### src/rtl/hack_fetch_unit.sv
// Instruction fetch stage. It steers the external program counter and streams
// {pc, instruction} pairs from ROM into a small prefetch FIFO.
module hack_fetch_unit #(
  parameter int WIDTH = 16,
  parameter int DEPTH = 2
) (
  input  logic             clock,
  input  logic             reset,
  input  logic [WIDTH-1:0] pc_out,
  output logic [WIDTH-1:0] pc_in,
  output logic             pc_load,
  output logic             pc_inc,
  output logic             rom_req,
  output logic [WIDTH-1:0] rom_addr,
  input  logic             rom_ack,
  input  logic [WIDTH-1:0] rom_data,
  input  logic             jump,
  input  logic [WIDTH-1:0] jump_target,
  output logic [WIDTH-1:0] instr,
  output logic [WIDTH-1:0] instr_pc,
  output logic             instr_valid,
  input  logic             instr_ready
);

  localparam int AW = (DEPTH > 1) ? $clog2(DEPTH) : 1;
  localparam int CW = $clog2(DEPTH + 1);
  localparam logic [CW-1:0] FULL = CW'(DEPTH);

  typedef enum logic [1:0] {IDLE, BUSY, DRAIN} state_t;

  state_t           state_reg, state_next;
  logic [CW-1:0]    count_reg, count_next;
  logic [AW-1:0]    wr_ptr_reg, wr_ptr_next;
  logic [AW-1:0]    rd_ptr_reg, rd_ptr_next;
  logic [WIDTH-1:0] drain_addr_reg, drain_addr_next;
  logic [WIDTH-1:0] pc_mem    [DEPTH];
  logic [WIDTH-1:0] instr_mem [DEPTH];
  logic             push, pop;
  logic [CW-1:0]    post_count;

  // State register
  always_ff @(posedge clock or posedge reset) begin
    if (reset) state_reg <= IDLE;
    else       state_reg <= state_next;
  end

  // Next-state logic
  always_comb begin
    state_next      = state_reg;
    drain_addr_next = drain_addr_reg;
    case (state_reg)
      IDLE: begin
        if (!jump && (count_reg < FULL)) state_next = BUSY;
      end
      BUSY: begin
        if (jump) begin
          if (rom_ack) begin
            state_next = IDLE;
          end else begin
            // The un-acked request must finish at its original address.
            state_next      = DRAIN;
            drain_addr_next = pc_out;
          end
        end else if (rom_ack) begin
          state_next = (post_count < FULL) ? BUSY : IDLE;
        end
      end
      DRAIN: begin
        if (!jump && rom_ack) state_next = IDLE;
      end
      default: state_next = IDLE;
    endcase
  end

  // Output logic
  always_comb begin
    rom_req  = (state_reg != IDLE);
    rom_addr = (state_reg == DRAIN) ? drain_addr_reg : pc_out;
    pc_load  = jump;
    pc_in    = jump_target;
    pc_inc   = (state_reg == BUSY) && rom_ack && !jump;
  end

  assign push        = pc_inc;
  assign instr_valid = (count_reg != '0);
  assign pop         = instr_valid && instr_ready && !jump;
  assign post_count  = count_reg + CW'(push) - CW'(pop);

  // A redirect flushes the FIFO and beats any same-cycle push or pop.
  always_comb begin
    count_next  = post_count;
    wr_ptr_next = push ? wr_ptr_reg + AW'(1) : wr_ptr_reg;
    rd_ptr_next = pop  ? rd_ptr_reg + AW'(1) : rd_ptr_reg;
    if (jump) begin
      count_next  = '0;
      wr_ptr_next = '0;
      rd_ptr_next = '0;
    end
  end

  always_ff @(posedge clock or posedge reset) begin
    if (reset) begin
      count_reg      <= '0;
      wr_ptr_reg     <= '0;
      rd_ptr_reg     <= '0;
      drain_addr_reg <= '0;
    end else begin
      count_reg      <= count_next;
      wr_ptr_reg     <= wr_ptr_next;
      rd_ptr_reg     <= rd_ptr_next;
      drain_addr_reg <= drain_addr_next;
    end
  end

  always_ff @(posedge clock) begin
    if (push) begin
      pc_mem[wr_ptr_reg]    <= pc_out;
      instr_mem[wr_ptr_reg] <= rom_data;
    end
  end

  assign instr    = instr_mem[rd_ptr_reg];
  assign instr_pc = pc_mem[rd_ptr_reg];

endmodule

### config.mk
export PLATFORM = sky130hd
export DESIGN_NAME = hack_fetch_unit
export DESIGN_NICKNAME = d
export VERILOG_FILES = /design/src/rtl/hack_fetch_unit.sv
export SDC_FILE = /design/constraint.sdc
export NUM_CORES = 1
export LEC_CHECK = 0
export CAP_MARGIN = 20
export CORE_MARGIN = 1
export CORE_UTILIZATION = 49
export CTS_CLUSTER_DIAMETER = 80
export DETAILED_ROUTE_END_ITERATION = 8
export GPL_ROUTABILITY_DRIVEN = 0
export GPL_TIMING_DRIVEN = 0
export PLACE_DENSITY = 0.88
export SLEW_MARGIN = 0
export SYNTH_ARGS = -nofsm -noshare
export SYNTH_HDL_FRONTEND = slang
export SYNTH_SLANG_ARGS = --single-unit
### constraint.sdc
create_clock -name clock -period 4.13 [get_ports clock]
set_input_delay 0.413 -clock clock [delete_from_list [all_inputs] [get_ports clock]]
set_output_delay 0.413 -clock clock [all_outputs]
set_load 0.02 [all_outputs]
; Word-level counts from Yosys, hierarchy flattened
; Memory sizes are Yosys's and may differ from the RTL's.
; Cells that the tools add are included.
; W data, S select, Z words.
[word_totals]
out_inout_bits = 68
input_bits = 53
ram_bits = 64
mem_count = 2
ff_bits = 22
[memory_table]
columns = name, depth, width, rd, rd_clocked_by_memory_dff, wr, line
row1 = instr_mem, 2, 16, 1, 0, 1, 37  ; logic [WIDTH-1:0] instr_mem [DEPTH];
row2 = pc_mem, 2, 16, 1, 0, 1, 36  ; logic [WIDTH-1:0] pc_mem [DEPTH];
[classes]
n_mux = 15
eq_ne = 5
magnitude_cmp = 2
n_reduce_logical = 14
add_sub_neg = 4
n_bitwise = 1
[op_table]
columns = op, n
row1 = $mux W16, 1
row2 = $mux W2, 6
row3 = $reduce_bool A2 Y1, 4
row4 = $mux W1, 7
row5 = $logic_and A1 B1 Y1, 6
row6 = $pmux W2 S3, 1
row7 = $reduce_and A3 Y1, 2
row8 = $lt A2 B2 Y1 const B, 2
row9 = $ne A2 B2 Y1 const B, 2
row10 = $ne A3 B3 Y1 const B, 1
row11 = $add A1 B1 Y1 const B, 2
row12 = $add A2 B1 Y2, 1
row13 = $eq A2 B1 Y1 const B, 1
row14 = $eq A2 B2 Y1 const B, 1
row15 = $logic_not A2 Y1, 1
row16 = $sub A2 B1 Y2, 1
row17 = $logic_not A1 Y1, 1
row18 = $not A1 Y1, 1

; Longest topological paths before layout
; Gate-level depths: netlist of the first run.
[logic_depth]
depth_word = 10
mapped_depth = 8
mapped_depth_nobuf = 8

; Least setup slack after synthesis of the first run
; No wires, ideal clock.
[synth_timing]
path_type = input to register
from = input port jump
to = memory instr_mem[0][0], enable pin
setup_ns = 0.425
n_path_buf = 0
t_arrival_ns = 2.350
required_time_ns = 3.705
setup_slack_ns = 1.355
cell_stages = 3
path_cell_list = and2b_1 and3b_2 nor2b_1
[synth_between]
elab_chain_len = 4
[synth_lines]
columns = element, line
row1 = "start, declared", 17  ; input logic jump,
row2 = $logic_not A1 Y1, 81  ; pc_inc = (state_reg == BUSY) && rom_ack && !jump;
row3 = $logic_and A1 B1 Y1, 81
row4 = net pc_inc, 12  ; output logic pc_inc,
row5 = $mux W1, 116  ; if (push) begin
row6 = $mux W1 (not written as such), 118  ; instr_mem[wr_ptr_reg] <= rom_data;
row7 = "end, declared", 37
; The timed path passes the listed nets, and every way through them passes these cells.

; Worst setup path in the final report of the first run
[layout_timing]
from = register state_reg[0]
to = output port rom_addr[8]
[layout_between]
elab_chain_len = 2
[layout_lines]
columns = element, line
row1 = "start, declared", 31  ; state_t state_reg, state_next;
row2 = "start signal, assigned", 44  ; else state_reg <= state_next;
row3 = $eq A2 B2 Y1, 78  ; rom_addr = (state_reg == DRAIN) ? drain_addr_reg : pc_out;
row4 = $mux W16, 78
row5 = "end, declared", 14  ; output logic [WIDTH-1:0] rom_addr,
; No other way between the ends.

==> qor.csv, run 1 <==
stage,metric,value,unit
critical_path,start_kind,flop,
critical_path,path_cells,nand2b_1 -> buf_2 -> buf_4 -> mux2_2 -> clkdlybuf4s50_1,
route,routedWlPerCell,15.5,um
synth,synth_top_area_share,52.9,%
timing,setup_violations,0,
synth,synth_cell_types,25,
global_routing,grt_pass1_wl,9920,um
clock_network,htree_levels,3,
synth,synth.avg_cell_area,17.7,um2
clock_network,clkSinkCount,86,
timing,worst_clock_skew,0.00655,ns
global_routing,overflow,0,
route,drc_errors,0,
synth,synth_commonest_cells,"edfxtp_1 (64), mux2_2 (55), dfrtp_1 (22)",
global_routing,grt_pass1_vias,2020,
clock_network,clock_latency,0.35,ns
power_and_ir_drop,p_per_area,411,nW/um2
finish,areaGrowthSynthToFinish,36.9,%
clock_network,clockBufferDepth,2,
flow_run,cap_violations,0,
finish,final_area,4980,um2
route,routed_via_density,4.83,
status,status,finished clean,
critical_path,end_kind,output port,
synth,syn-num-nets,260,
floorplan,fp.coreArea,7210,um2
route,drt_iter0_drc,57,
route,detail-route-antenna-nets,0,
timing,finalHoldViolCount,0,
global_routing,grt_usage,17.7,%
critical_path,crit_arrival,2.29,ns
timing,max_freq,0.370,GHz
critical_path,worstPathRequired,3.72,ns
timing,layout_setup_ws,1.42,ns
floorplan,ioPinCount,121,
timing,fin_setup_tns,0,ns
clock_network,ctsResizeCount,0,
synth,yosysSeqAreaShare,68.0,%
synth,netlist_area,3640,um2
power_and_ir_drop,totalPowerFinal,2.05,mW
critical_path,cp_slowest_cell,clkdlybuf4s50_1,
global_routing,grt_max_degree,33,
floorplan,row_count,31,
critical_path,critical_path_class,reg -> out,
floorplan,die_x,88.1,um
timing,slew_headroom,36.9,%
finish,drive_gt1_share,33.5,%
synth,ys_warn_count,0,
min_path,worstHoldPathType,reg -> reg,
synth,synthTopCellsByArea,"edfxtp_1 (53%), mux2_2 (17%), dfrtp_1 (15%)",
placed_design,place_area,4810,um2
power_and_ir_drop,irDropWorstVdd,254,uV
floorplan,die_area,7770,um2
finish,n_fill_cell,513,
clock_network,numCtsBuffers,9,
synth,yosysMostFrequentCell,edfxtp_1,
route,vias,2046,
route,firstDrtPassIters,4,
synth,post-synth-top-area-cell,edfxtp_1,
power_and_ir_drop,leakage,1.85,nW
timing,fin_crit_sh,65.5,%
synth,synth_ff_type,edfxtp_1,
placed_design,pre_cts_slack,1.34,ns
placed_design,io_buffers,104,
synth,synth-edff-count,64,
floorplan,die_h,88.1,um
placed_design,dp_hpwl,4490,um
clock_network,root_buffer,clkbuf_8,
placed_design,dp.cells,408,
timing,period_needed,2.71,ns
clock_network,ctsHoldBuffers,0,
clock_network,post_cts_buffers,0,
global_routing,antenna_found_initial,0,
synth,async_flop_share,25.6,%
finish,fin_cells,424,
synth,syn_inst,205,
route,wirelength,6570,um
timing,final_max_slew_viol_count,0,
finish,antenna_cells,0,
clock_network,cts.reportedPaths.clkPinSlew,0.08,ns
timing,timing.hold.ws,0.511,ns
timing,tightest_slew,0.944,ns
critical_path,slowest_delay,0.55,ns
timing,rsz0062_at_grt,no,
finish,finish.utilization,69.0,%
finish,nets,375,
floorplan,start_util,50.4,%
synth,ys_seq_elements,86,
critical_path,crit_fanout,10,
clock_network,cts_tree,built,
## layout make-up
class,count,area (um2),share of cell area (%)
well taps,99,124,2.49
repair buffers,104,1040,20.9
flip-flops and latches,86,2470,49.7
inverters,3,11.3,0.226
multi-input cells,91,971,19.5
clock buffers,12,145,2.92
clock inverters,4,22.5,0.452
plain buffers,25,190,3.82
## worst max-delay path, delay by kind of cell (launching register included)
kind	cells	cell delay (ns)
buf+inv	3	1.04
flops	1	0.43
mux	1	0.36
simple gates	1	0.12
## path summary, 6_finish.rpt
path / from / endpoint / slack [ns] / depth (start not counted)
max: state_reg[0] / rom_addr[8] / 1.42 / 5
min: drain_addr_reg[10] / drain_addr_reg[10] / 0.51 / 1
max reg2reg: count_reg[1] / state_reg[0] / 1.71 / 8
min reg2reg: drain_addr_reg[10] / drain_addr_reg[10] / 0.51 / 1
max in group asynchronous: reset / rd_ptr_reg / 3.04 / 2
min in group asynchronous: reset / drain_addr_reg[4] / 0.55 / 2
## report_power, final
group	internal, mW	total (mW)	switching [mW]
clock	0.232	0.509	0.277
sequential	1.01	1.06	0.0418
combinational	0.278	0.482	0.204
## kinds of logic after synthesis
kind of cell	Yosys count	share of synthesized area, %
buf+inv	28	5.54
xor+xnor	3	0.723
flops	86	68.0
simple gates	18	3.13
fa+ha+maj	2	0.688
compound gates	3	0.757
mux	65	21.2
## layout by cell type, fill, tap and decap left out
| cell type | netlist | layout |
|---|---|---|
| clkdlybuf4s50_1 | 0 | 104 |
| edfxtp_1 | 64 | 64 |
| mux2_2 | 55 | 55 |
| dfrtp_1 | 22 | 22 |
| buf_4 | 18 | 18 |
| mux2_4 | 10 | 10 |
| clkbuf_8 | 0 | 10 |
| buf_2 | 4 | 4 |
| nor2_1 | 4 | 4 |
| nor2b_1 | 4 | 3 |
| xor2_1 | 3 | 3 |
| clkbuf_1 | 1 | 3 |
| inv_1 | 3 | 3 |
| clkinv_2 | 0 | 3 |
| or2_2 | 2 | 2 |
| ha_1 | 2 | 2 |
| and4bb_1 | 1 | 1 |
| buf_6 | 1 | 1 |
| buf_12 | 1 | 1 |
| a2111oi_2 | 1 | 1 |
| nand2b_1 | 1 | 1 |
| o21ai_0 | 1 | 1 |
| and2b_1 | 1 | 1 |
| and3b_2 | 1 | 1 |
| nor2b_4 | 0 | 1 |
| and2_1 | 2 | 1 |
| nor3_1 | 1 | 1 |
| and2_2 | 0 | 1 |
| nand3b_1 | 1 | 1 |
| o21bai_1 | 1 | 1 |
| clkinvlp_4 | 0 | 1 |
## metal layers
layer	share of wire (%)	GRT usage, %	vias up
li1	-	-	967
met1	43	21.4	990
met2	49	29.2	79
met3	7.7	5.84	10
met4	1.2	7.33	0
met5	0	0	-
Power figures use the tool's default switching activity.
==> run 2, diff against run 1 <==
Settings changed: CORE_UTILIZATION 49 to 46, PLACE_DENSITY 0.88 to 0.83.
Clock period 4.13 ns to 2.6 ns, I/O delays scaled along.
==> run 2 against run 1 <==
Effect of this change:
- final cell count up 0.71%
- global-route usage down 0.46 points
- sequential power grew 58%
- largest cell class unchanged
- critical endpoint is now rom_addr[2]
- die area is 6.4% higher
- combinational power increased by 60%
- first-iteration DRC count grew 5.3%
- wire length increased by 2.1%
- critical path type unchanged
==> qor.csv, run 2 (synthesized netlist as in run 1, its figures left out) <==
stage,metric,value,unit,change
global_routing,grt_max_degree,33,,unchanged
power_and_ir_drop,p_per_area,671,nW/um2,+63%
floorplan,fp.coreArea,7690,um2,+6.6%
floorplan,die_area,8260,um2,+6.4%
finish,final_cell_mix,"clkdlybuf4s50_1 (103), edfxtp_1 (64), mux2_2 (55)",,
timing,setup_violations,0,,unchanged
clock_network,root_buffer,clkbuf_8,,
finish,nets,375,,unchanged
floorplan,ioPinCount,121,,unchanged
placed_design,dp_hpwl,4600,um,+2.4%
global_routing,grt_pass1_wl,10800,um,+8.9%
critical_path,r2r-end,state_reg[0],,
global_routing,gr-usage-met3,5.22,%,-0.62 points
route,vias,2070,,+1.2%
critical_path,crit_fanout,10,,unchanged
finish,areaGrowthSynthToFinish,38.8,%,
placed_design,pre_cts_slack,-0.0556,ns,-1.40 ns
timing,worst_clock_skew,0.00800,ns,+0.00145 ns
clock_network,clockBufferDepth,2,,unchanged
floorplan,die_x,90.9,um,+3.1%
floorplan,row_count,32,,+3.2%
global_routing,grt_usage,17.2,%,-0.46 points
timing,tightest_slew,0.867,ns,-0.0774 ns
critical_path,reg2regPathDepth,8,,unchanged
route,wirelength,6710,um,+2.1%
global_routing,antenna_found_initial,0,,unchanged
placed_design,io_buffers,104,,unchanged
timing,fin_crit_sh,95.4,%,
clock_network,cts.reportedPaths.clkPinSlew,0.08,ns,about the same
route,drt_iter0_drc,60,,+5.3%
timing,rsz0062_at_grt,no,,
power_and_ir_drop,leakage,1.89,nW,+2.2%
clock_network,cts_tree,built,,
critical_path,crit_arrival,2.22,ns,-0.07 ns
clock_network,post_cts_buffers,0,,unchanged
critical_path,r2r_setup_slack,0.31,ns,-1.40 ns
route,routed_via_density,4.85,,+0.46%
route,drc_errors,0,,unchanged
route,firstDrtPassIters,4,,unchanged
power_and_ir_drop,irDropWorstVdd,485,uV,+91%
global_routing,overflow,0,,unchanged
finish,drive_gt1_share,34.2,%,+0.62 points
timing,slew_headroom,42.2,%,+5.2 points
critical_path,start_kind,flop,,
route,detail-route-antenna-nets,0,,unchanged
clock_network,clock_latency,0.34,ns,about the same
status,status,finished clean,,
critical_path,r2r-start,count_reg[1],,
placed_design,dp.cells,412,,+0.98%
critical_path,end_kind,output port,,
critical_path,critical_path_class,reg -> out,,
finish,antenna_cells,0,,unchanged
clock_network,htree_levels,3,,unchanged
global_routing,grt_use_met1,20.5,%,-0.88 points
clock_network,clkSinkCount,86,,unchanged
finish,fin_cells,427,,+0.71%
timing,final_max_slew_viol_count,0,,unchanged
min_path,worstHoldPathType,in -> async,,
critical_path,startpoint,state_reg[0],,
floorplan,start_util,47.3,%,-3.1 points
timing,layout_setup_ws,0.118,ns,-1.31 ns
timing,period_needed,2.48,ns,
timing,finalHoldViolCount,0,,unchanged
critical_path,cp-endpoint,rom_addr[2],,
flow_run,cap_violations,0,,unchanged
finish,final_common_cell,clkdlybuf4s50_1,,
clock_network,numCtsBuffers,9,,unchanged
critical_path,worstPathRequired,2.34,ns,-1.38 ns
global_routing,globalRouteMet2Util,29.5,%,+0.24 points
floorplan,die_h,90.9,um,+3.1%
global_routing,grt_pass1_vias,2165,,+7.2%
global_routing,grt_busiest_layer,met2,,
timing,max_freq,0.403,GHz,
route,routedWlPerCell,15.7,um,+1.4%
-- run 2: power by group --
group	internal, mW	total, mW	switching, mW
Clock	0.492	0.936	0.444
Sequential	1.61	1.68	0.0673
Combinational	0.448	0.770	0.321
-- run 2: worst max-delay path, stage by stage, from the launching register on --
cell and delay [ns]:
dfrtp_1 0.42, nand2b_1 0.12, buf_2 0.25, buf_6 0.20, mux2_2 0.35, clkdlybuf4s50_1 0.55
-- run 2: worst min-delay path by stage --
stage,startpoint,to,depth (start not counted)
final,reset,drain_addr_reg[5],2
after global routing,rom_data[11],instr_mem[1][11],1
after CTS,reset,drain_addr_reg[11],2
after detailed placement,drain_addr_reg[9],drain_addr_reg[9],1
after global placement,drain_addr_reg[12],drain_addr_reg[12],1
after floorplan,reset,count_reg[0],1
-- run 2: cell type report --
| cell class | instances | area, um2 |
|---|---|---|
| fill | 571 | 2640 |
| sequential | 86 | 2470 |
| timing repair buffer | 105 | 1070 |
| multi-input combinational | 91 | 971 |
| buffer | 24 | 193 |
| clock buffer | 12 | 155 |
| tap | 102 | 128 |
| clock inverter | 4 | 45.0 |
| inverter | 3 | 11.3 |
-- run 2: stage by stage --
stage	hold slack [ns]	power, mW	TNS [ns]	cell area (um2)	utilization [%]
finish	0.408	3.38	0	5050	65.6
global route	0.488	3.52	0	5050	65.6
CTS	0.443	3.42	0	5040	65.6
detailed placement	0.494	2.48	-0.0556	4840	63.0
global placement	0.486	2.45	-30.45	4810	62.5
floorplan	0.249	2.15	0	3640	-
-- run 2: repair_timing --
item                                    4_1_cts  5_1_grt
resized for setup                             0        4
endpoints found under the setup margin        0       18
hold buffers                                  0        0
-- run 2: layer usage --
| layer | routed length [um] | part of all wire [%] | vias up |
|---|---|---|---|
| met5 | 0 | 0 | - |
| met4 | 65 | 0.97 | 0 |
| met3 | 447 | 6.7 | 7 |
| met2 | 3510 | 52 | 87 |
| met1 | 2690 | 40 | 1008 |
| li1 | - | - | 968 |
